`config.mk`:
```
export PLATFORM = sky130hd
export DESIGN_NAME = ps2_key_decoder_flat
export DESIGN_NICKNAME = d
export VERILOG_FILES = /design/src/rtl/snake_pkg.sv /design/src/rtl/ps2_key_decoder_if.sv /design/src/rtl/ps2_frame_rx.sv /design/src/rtl/ps2_key_decoder.sv /design/src/flat_wrapper.sv
export SDC_FILE = /design/constraint.sdc
export NUM_CORES = 1
export LEC_CHECK = 0
export ABC_AREA = 1
export CAP_MARGIN = 30
export CORE_AREA = 2 2 66 131
export DETAILED_ROUTE_END_ITERATION = 16
export DIE_AREA = 0 0 68 133
export GPL_TIMING_DRIVEN = 0
export PLACE_DENSITY_LB_ADDON = 0.3
export SLEW_MARGIN = 20
export SYNTH_ARGS = -nofsm -noshare
export SYNTH_HDL_FRONTEND = slang
export SYNTH_SLANG_ARGS = --single-unit
```
`constraint.sdc`:
```
create_clock -name clk -period 4.5 [get_ports clk]
set_input_delay 0.9 -clock clk [delete_from_list [all_inputs] [get_ports clk]]
set_output_delay 0.9 -clock clk [all_outputs]
set_load 0.02 [all_outputs]
```
`src/rtl/snake_pkg.sv`:
```
// rtl/snake_pkg.sv - direction/number one-hot codes, PS/2 scan codes and frame FSM states
package snake_pkg;

  localparam logic [4:0] DIR_NONE  = 5'b00000;
  localparam logic [4:0] DIR_UP    = 5'b00010;
  localparam logic [4:0] DIR_LEFT  = 5'b00100;
  localparam logic [4:0] DIR_DOWN  = 5'b01000;
  localparam logic [4:0] DIR_RIGHT = 5'b10000;

  localparam logic [4:0] NUM_NONE = 5'b00000;
  localparam logic [4:0] NUM_1    = 5'b00010;
  localparam logic [4:0] NUM_2    = 5'b00100;
  localparam logic [4:0] NUM_3    = 5'b01000;

  localparam logic [7:0] SC_UP    = 8'h75;
  localparam logic [7:0] SC_LEFT  = 8'h6B;
  localparam logic [7:0] SC_DOWN  = 8'h72;
  localparam logic [7:0] SC_RIGHT = 8'h74;
  localparam logic [7:0] SC_1     = 8'h16;
  localparam logic [7:0] SC_2     = 8'h1E;
  localparam logic [7:0] SC_3     = 8'h26;
  localparam logic [7:0] SC_EXT   = 8'hE0;
  localparam logic [7:0] SC_BRK   = 8'hF0;

  typedef enum logic [1:0] {
    RX_IDLE,
    RX_DATA,
    RX_PARITY,
    RX_STOP
  } rx_state_t;

  function automatic logic [4:0] arrow_dir(input logic [7:0] code);
    case (code)
      SC_UP:    return DIR_UP;
      SC_LEFT:  return DIR_LEFT;
      SC_DOWN:  return DIR_DOWN;
      SC_RIGHT: return DIR_RIGHT;
      default:  return DIR_NONE;
    endcase
  endfunction

  function automatic logic [4:0] num_code(input logic [7:0] code);
    case (code)
      SC_1:    return NUM_1;
      SC_2:    return NUM_2;
      SC_3:    return NUM_3;
      default: return NUM_NONE;
    endcase
  endfunction

endpackage

```
`src/rtl/ps2_key_decoder_if.sv`:
```
// rtl/ps2_key_decoder_if.sv - PS/2 pins in, decoded key state out
interface ps2_key_decoder_if;
  logic       ps2_clk;
  logic       ps2_dat;
  logic [4:0] direction;
  logic [4:0] number;
  logic       key_valid;
  logic [7:0] key_code;
  logic       key_break;
  logic       key_ext;
  logic       frame_err;

  modport master (
    output ps2_clk, ps2_dat,
    input  direction, number, key_valid, key_code, key_break, key_ext, frame_err
  );

  modport slave (
    input  ps2_clk, ps2_dat,
    output direction, number, key_valid, key_code, key_break, key_ext, frame_err
  );
endinterface

```
`src/rtl/ps2_frame_rx.sv`:
```
// rtl/ps2_frame_rx.sv - PS/2 synchronizer, falling-edge detect, 11-bit frame FSM and timeout
// PS2_PARITY_CHECK_EN enables the odd-parity check on received frames.
module ps2_frame_rx
  import snake_pkg::*;
#(
  parameter int TIMEOUT_CYCLES = 50000,
  parameter int SYNC_STAGES    = 2
) (
  input  logic       clk,
  input  logic       reset,
  input  logic       ps2_clk,
  input  logic       ps2_dat,
  output logic       byte_valid,
  output logic [7:0] byte_data,
  output logic       frame_err,
  output logic       timeout
);

  localparam logic [15:0] TO_LIM = 16'(TIMEOUT_CYCLES - 1);

  logic [SYNC_STAGES-1:0] clk_sync;
  logic [SYNC_STAGES-1:0] dat_sync;
  logic                   clk_prev;
  logic                   clk_s;
  logic                   dat_s;
  logic                   fall;
  rx_state_t              state;
  logic [2:0]             bit_cnt;
  logic [7:0]             shift;
  logic                   parity_bit;
  logic [15:0]            tcnt;
  logic                   parity_ok;
  logic                   stop_edge;

  assign clk_s = clk_sync[SYNC_STAGES-1];
  assign dat_s = dat_sync[SYNC_STAGES-1];
  assign fall  = clk_prev & ~clk_s;

`ifdef PS2_PARITY_CHECK_EN
  assign parity_ok = ^{parity_bit, shift};
`else
  // parity is captured but deliberately has no effect on acceptance
  assign parity_ok = parity_bit | 1'b1;
`endif

  assign stop_edge  = fall && (state == RX_STOP);
  assign timeout    = (state != RX_IDLE) && !fall && (tcnt == TO_LIM);
  assign byte_valid = stop_edge && dat_s && parity_ok;
  assign frame_err  = (stop_edge && !(dat_s && parity_ok)) || timeout;
  assign byte_data  = shift;

  always_ff @(posedge clk) begin
    if (reset) begin
      clk_sync   <= '1;
      dat_sync   <= '1;
      clk_prev   <= 1'b1;
      state      <= RX_IDLE;
      bit_cnt    <= '0;
      shift      <= '0;
      parity_bit <= 1'b0;
      tcnt       <= '0;
    end else begin
      clk_sync <= {clk_sync[SYNC_STAGES-2:0], ps2_clk};
      dat_sync <= {dat_sync[SYNC_STAGES-2:0], ps2_dat};
      clk_prev <= clk_s;

      if (fall) tcnt <= '0;
      else if (tcnt != TO_LIM) tcnt <= tcnt + 16'd1;

      if (fall) begin
        case (state)
          RX_IDLE: begin
            if (!dat_s) begin
              state   <= RX_DATA;
              bit_cnt <= '0;
            end
          end
          RX_DATA: begin
            shift   <= {dat_s, shift[7:1]};
            bit_cnt <= bit_cnt + 3'd1;
            if (bit_cnt == 3'd7) state <= RX_PARITY;
          end
          RX_PARITY: begin
            parity_bit <= dat_s;
            state      <= RX_STOP;
          end
          default: state <= RX_IDLE;
        endcase
      end else if (timeout) begin
        state <= RX_IDLE;
      end
    end
  end

endmodule

```
`src/rtl/ps2_key_decoder.sv`:
```
// rtl/ps2_key_decoder.sv - PS/2 keyboard front end: E0/F0 prefix resolution, held direction and number codes
// PS2_PARITY_CHECK_EN (in ps2_frame_rx) makes bad-parity frames raise frame_err.
module ps2_key_decoder
  import snake_pkg::*;
#(
  parameter int TIMEOUT_CYCLES = 50000,
  parameter int SYNC_STAGES    = 2
) (
  input logic             clk,
  input logic             reset,
  ps2_key_decoder_if.slave bus
);

  logic       rx_valid;
  logic [7:0] rx_byte;
  logic       rx_err;
  logic       rx_timeout;
  logic       ext_f;
  logic       brk_f;
  logic [4:0] direction;
  logic [4:0] number;
  logic       key_valid;
  logic [7:0] key_code;
  logic       key_break;
  logic       key_ext;
  logic       frame_err;
  logic [4:0] arrow;

  ps2_frame_rx #(
    .TIMEOUT_CYCLES(TIMEOUT_CYCLES),
    .SYNC_STAGES   (SYNC_STAGES)
  ) u_rx (
    .clk       (clk),
    .reset     (reset),
    .ps2_clk   (bus.ps2_clk),
    .ps2_dat   (bus.ps2_dat),
    .byte_valid(rx_valid),
    .byte_data (rx_byte),
    .frame_err (rx_err),
    .timeout   (rx_timeout)
  );

  assign arrow = arrow_dir(rx_byte);

  always_ff @(posedge clk) begin
    if (reset) begin
      ext_f     <= 1'b0;
      brk_f     <= 1'b0;
      direction <= DIR_NONE;
      number    <= NUM_NONE;
      key_valid <= 1'b0;
      key_code  <= '0;
      key_break <= 1'b0;
      key_ext   <= 1'b0;
      frame_err <= 1'b0;
    end else begin
      key_valid <= 1'b0;
      frame_err <= rx_err;
      if (rx_timeout) begin
        ext_f <= 1'b0;
        brk_f <= 1'b0;
      end else if (rx_valid) begin
        if (rx_byte == SC_EXT) begin
          ext_f <= 1'b1;
        end else if (rx_byte == SC_BRK) begin
          brk_f <= 1'b1;
        end else begin
          key_valid <= 1'b1;
          key_code  <= rx_byte;
          key_break <= brk_f;
          key_ext   <= ext_f;
          ext_f     <= 1'b0;
          brk_f     <= 1'b0;
          // releasing an arrow other than the held one must not clear direction
          if (ext_f && !brk_f && arrow != DIR_NONE) direction <= arrow;
          else if (ext_f && brk_f && arrow != DIR_NONE && arrow == direction) direction <= DIR_NONE;
          if (!ext_f && brk_f) number <= num_code(rx_byte);
        end
      end
    end
  end

  assign bus.direction = direction;
  assign bus.number    = number;
  assign bus.key_valid = key_valid;
  assign bus.key_code  = key_code;
  assign bus.key_break = key_break;
  assign bus.key_ext   = key_ext;
  assign bus.frame_err = frame_err;

endmodule

```
`src/flat_wrapper.sv`:
```
// flat-port wrapper written by rule: the top's interface ports become plain ports
module ps2_key_decoder_flat import snake_pkg::*;
#(
  parameter int TIMEOUT_CYCLES = 50000,
  parameter int SYNC_STAGES    = 2
)
  (clk, reset, bus_ps2_clk, bus_ps2_dat, bus_direction, bus_number, bus_key_valid, bus_key_code, bus_key_break, bus_key_ext, bus_frame_err);
  ps2_key_decoder_if bus_i ();
  input logic clk;
  input logic reset;
  input wire logic [$bits(bus_i.ps2_clk)-1:0] bus_ps2_clk;
  input wire logic [$bits(bus_i.ps2_dat)-1:0] bus_ps2_dat;
  output wire logic [$bits(bus_i.direction)-1:0] bus_direction;
  output wire logic [$bits(bus_i.number)-1:0] bus_number;
  output wire logic [$bits(bus_i.key_valid)-1:0] bus_key_valid;
  output wire logic [$bits(bus_i.key_code)-1:0] bus_key_code;
  output wire logic [$bits(bus_i.key_break)-1:0] bus_key_break;
  output wire logic [$bits(bus_i.key_ext)-1:0] bus_key_ext;
  output wire logic [$bits(bus_i.frame_err)-1:0] bus_frame_err;
  assign bus_i.ps2_clk = bus_ps2_clk;
  assign bus_i.ps2_dat = bus_ps2_dat;
  assign bus_direction = bus_i.direction;
  assign bus_number = bus_i.number;
  assign bus_key_valid = bus_i.key_valid;
  assign bus_key_code = bus_i.key_code;
  assign bus_key_break = bus_i.key_break;
  assign bus_key_ext = bus_i.key_ext;
  assign bus_frame_err = bus_i.frame_err;
  ps2_key_decoder #(.TIMEOUT_CYCLES(TIMEOUT_CYCLES), .SYNC_STAGES(SYNC_STAGES)) u_core (.clk(clk), .reset(reset), .bus(bus_i));
endmodule
```
### Word level (Yosys, flattened, before mapping)

Index checks and enable logic that the tools add are counted.

* output and inout port bits: 22
* logic and storage cells: 92
* bits in registers: 58
* input bits: 4

* $add $sub $neg: 2
* bitwise operators: 6
* reductions and logical operators: 33
* equal/unequal tests: 20
* muxes and demuxes: 15

Operators by type and width (number)
* == test 8 x 7 -> 1 bit (second input constant): 4
* case mux 5 bit (4 select lines): 1
* adder 16 x 1 -> 16 bit (second input constant): 1
* == test 16 bit (second input constant): 1
* == test 8 x 5 -> 1 bit (second input constant): 2
* == test 8 bit (second input constant): 2
* inequality test 16 bit (second input constant): 1
* case mux 4 bit (3 select lines): 1
* logical AND 1 bit: 11
* 2-to-1 mux 5 bit: 2
* AND reduction 5 bit: 2
* == test 8 x 6 -> 1 bit (second input constant): 1
* 2-to-1 mux 2 bit: 4
* nonzero test 2 bit: 4
* inequality test 3 bit (second input constant): 2
* case mux 2 bit (3 select lines): 1
* case mux 3 bit (2 select lines): 1
* AND reduction 2 bit: 3
* AND reduction 3 bit: 2
* == test 5 bit: 1
* NOT 1 bit: 5
* nonzero test 5 bit: 1
* == test 2 bit (second input constant): 2
* logical NOT 1 bit: 4
* 13 further kinds: 17

### Longest topological paths before layout

Gate-level depths: netlist of run 1.

* word-level depth: 7
* depth in mapped cells: 12
* gate-level depth less buffers: 12

### By module

A second synthesis of run 1 with hierarchy kept.

* cells, all modules: 380
* area, all modules: 2690.1 µm²

Modules (own cells, without submodules)
* ps2_frame_rx: times used 1, seq. area each 680.7 µm², area an instance 1596.5 µm², cells each 216
* ps2_key_decoder: times used 1, seq. area each 420.4 µm², area an instance 1093.5 µm², cells each 164

### Worst setup path before layout of run 1

OpenSTA, ideal clock, no wires.

* path kind: input-to-reg
* from: input reset
* to: register u_core.u_rx.bit_cnt[0]
* path buffers: 1
* setup time: 0.070 ns
* setup slack: 2.974 ns
* required time: 4.430 ns
* stages on the path: 4
* arrival: 1.456 ns
* path through: inv_1 clkbuf_1 o21ai_0 a21oi_1

RTL lines
* from (decl): line flat_wrapper.sv:10 `input logic reset;`
* to (signal assigned): line ps2_frame_rx.sv:80 `bit_cnt <= bit_cnt + 3'd1;`
* to (decl): line ps2_frame_rx.sv:28 `logic [2:0] bit_cnt;`

### Final worst setup path of run 1

* from: register u_core.direction[3] (netlist: u_core.bus.direction[3])
* to: output bus_direction[3]

RTL lines
* from (decl): line ps2_key_decoder.sv:20 `logic [4:0] direction;`
* from (signal assigned): line ps2_key_decoder.sv:75 `if (ext_f && !brk_f && arrow != DIR_NONE) direction <= arrow;`
* to (decl): line flat_wrapper.sv:13 `output wire logic [$bits(bus_i.direction)-1:0] bus_direction;`

No word-level cell between the ends.

==> impl_metrics.csv, run 1 <==
group,metric,value,unit
logic_synthesis,synth_edf_count,0,
cts,clk_pin_slew,0.08,ns
cts,clock_latency,0.30,ns
routing,drc,0,
timing,finalCritPeriodShare,49.0,%
worst_setup_path,cpLargestDelayFamily,"buffers and inverters",
cts,hold_buffers,0,
cts,cts_sinks,55,
worst_setup_path,critPathKind,"flip-flop to output port",
routing,wl_per_cell,11.1,µm
placement,dp_hpwl,3880,µm
worst_setup_path,cp_slowest_stage_delay,0.62,ns
worst_setup_path,cp_slowest_cell,"clkdlybuf4s50_1",
timing,rsz0062_at_grt,"false",
logic_synthesis,syn_area,0.00259,mm²
hold_path,hold_class,"flip-flop to flip-flop",
routing,drt_pre_antenna_iters,4,
logic_synthesis,yosys_warnings,0,
timing,max_freq,454,MHz
floorplanning,dieArea,0.00904,mm²
cts,ctsHtreeMaxLevel,2,
power,powerDensity,315,mW/mm²
timing,skew,0.00902,ns
timing,worstMarginPinSlew,0.540,ns
cts,cts_tree,"yes",
worst_setup_path,worstPathCellList,"clkdlybuf4s50_1",
logic_synthesis,seq_area_frac_synth,42.5,%
routing,drt_iter0_drc,105,
routing,viasPerCell,4.70,
power,ir_drop,0.272,mV
floorplanning,ios,26,
cts,cts_buffer_depth,2,
final_layout,final_core_util,38.3,%
cts,postCtsSetupRepairBufs,0,
timing,slew-limit-headroom,63.7,%
logic_synthesis,ys_types,34,
logic_synthesis,synth_common_cells,"nand2_1 (65), dfxtp_1 (55), a21oi_1 (43)",
worst_setup_path,worst_setup_path_end_kind,"output port",
routing,antenna_left,0,
logic_synthesis,netlist.area_leader.share,42.5,%
cts,cts_root_buf,"clkbuf_16",
global_routing,grt_first_pass_wirelength,8970,µm
logic_synthesis,synthTopCellsByArea,"dfxtp_1 (43%), nand2_1 (9.4%), a21oi_1 (8.3%)",
logic_synthesis,synth_ff_type,"dfxtp_1",
timing,final.setup.tns,0,ns
logic_synthesis,post-synth-top-count-cell,"nand2_1",
cts,cts_inserted_buffers,5,
cts,ctsResizeCount,0,
status,status,"complete, no violations",
power,power_leakage,1.17,nW
worst_setup_path,crit_arrival,1.30,ns
timing,report.final.setup_viol,0,
final_layout,fin_nets,386,
global_routing,grt_overflow,0,
floorplanning,core_area,0.00812,mm²
global_routing,track_usage,12.6,%
floorplanning,fp.dieW,68,µm
final_layout,diodes,0,
final_layout,drive_gt1_share,12.2,%
logic_synthesis,synth_top_cell_by_area,"dfxtp_1",
routing,route.vias.total,2226,
worst_setup_path,start_kind,"flip-flop",
placement,io_buffer_count,22,
timing,hold_viol_final,0,
final_layout,area_delta_synth_final,20.2,%
worst_setup_path,cp_max_fo,4,
timing,slew_violations,0,
global_routing,grt_max_degree,19,
floorplanning,row_count,47,
timing,fin_crit,2.20,ns
worst_setup_path,required,3.60,ns
job,max-cap-violations,0,
routing,wl,5280,µm
logic_synthesis,avgSynthCellArea,7.53,µm²
placement,gp_congestion,0.750,
floorplanning,die_h,133,µm
worst_setup_path,crit_buf_inv,1,
logic_synthesis,synth_cells,344,
logic_synthesis,async_flop_share,0,%
logic_synthesis,ys_seq_elements,55,
global_routing,grt_pass1_vias,2036,
floorplanning,start_util,31.9,%
global_routing,antenna_found_initial,0,
==> final timing paths <==
kind | from | endpoint | slack [ns] | cells after the start
worst max-delay path | u_core.bus.direction[3] | bus_direction[3] | 2.30 | 1
worst min-delay path | u_core.u_rx.clk_sync[0] | u_core.u_rx.clk_sync[1] | 0.42 | 1
worst min register to register | u_core.u_rx.clk_sync[0] | u_core.u_rx.clk_sync[1] | 0.42 | 1
worst max register to register | u_core.u_rx.state[0] | u_core.bus.number[2] | 2.76 | 10
==> kinds of logic after synthesis <==
group,after synthesis,share of synthesized area (%)
AND/OR/NAND/NOR,165,32.1
AO/OA/AOI/OAI,69,13.4
flip-flops,55,42.5
buffers and inverters,44,7.39
adder cells (fa/ha/maj),7,3.38
XOR/XNOR,3,1.02
other,1,0.145
==> routing by layer <==
layer	part of all wire, %	global-route usage, %	up-vias
li1	-	-	1181
met1	48	16.2	1002
met2	46	20.0	36
met3	4.0	2.89	7
met4	1.8	5.00	0
met5	0	0	-
==> through the flow <==
step,total power [mW],cell area [µm²],hold WS (ns),instances,worst slack (ns)
2_1_floorplan,0.529,2600,0.389,346,2.97
3_3_place_gp,0.539,2940,0.393,466,2.09
3_5_place_dp,0.540,2940,0.403,466,2.10
4_1_cts,0.998,3110,0.422,474,2.28
5_1_grt,1.01,3110,0.431,474,2.24
6_report,0.981,3110,0.421,474,2.30
==> sequential cells by signal, summed over array words and instances, names as in the netlist, 2 cells and up <==
signal	cells
u_core.bus.direction	4
u_core.u_rx.tcnt	16
u_core.u_rx.dat_sync	2
u_core.bus.number	3
u_core.bus.key_code	8
u_core.u_rx.bit_cnt	3
u_core.u_rx.byte_data	8
u_core.u_rx.clk_sync	2
u_core.u_rx.state	2
==> layout make-up <==
| type | count | area (µm²) |
|---|---|---|
| Fill cell | 851 | 5000 |
| Sequential cell | 55 | 1100 |
| Timing Repair Buffer | 22 | 220 |
| Clock buffer | 5 | 125 |
| Clock inverter | 3 | 47.5 |
| Buffer | 9 | 57.6 |
| Inverter | 35 | 134 |
| Tap cell | 98 | 123 |
| Multi-Input combinational cell | 247 | 1300 |
==> power breakdown <==
part           internal [mW]  leakage (nW)  switching (mW)
clock network          0.266        0.0844           0.188
logic                 0.0126         0.641          0.0202
registers              0.491         0.445         0.00366
==> placed cells by master (no fill, tap or decap), types with 2 or more instances in the layout <==
master and count:
or2_0 3, conb_1 3, nor4_1 2, nand2_1 65
clkdlybuf4s50_1 22, ha_1 7, or2_2 7, a21oi_1 43
buf_4 4, nand2_2 6, nor3_1 3, dfxtp_1 55
o21ai_0 24, nand3_1 21, clkbuf_16 5, nand3_2 3
nor3_4 2, xnor2_1 3, inv_2 3, nor2_2 4
clkbuf_1 2, nor2_4 2, inv_1 31, nand4_1 4
nor2_1 33, nand3b_1 6
Note: power is estimated with default switching activity, not from simulation.
==> inputs of run 2 (changes only) <==
==> constraint.sdc (replaced) <==
create_clock -name clk -period 2.2 [get_ports clk]
set_input_delay 0.44 -clock clk [delete_from_list [all_inputs] [get_ports clk]]
set_output_delay 0.44 -clock clk [all_outputs]
set_load 0.02 [all_outputs]
==> results of run 2 <==
Same layout as run 1 (identical final DEF). Status: complete, no violations.
Among the figures that moved: setup slack after placement 2.10 ns -> 0.261 ns; setup slack after layout 2.30 ns -> 0.456 ns; start point of the critical path u_core.bus.direction[3] -> u_core.u_rx.state[0]; end point of the critical path bus_direction[3] -> u_core.bus.number[2]; register-to-register setup slack 2.76 ns -> 0.46 ns; total power 0.981 mW -> 2.01 mW; worst IR drop on VDD 0.272 mV -> 0.555 mV
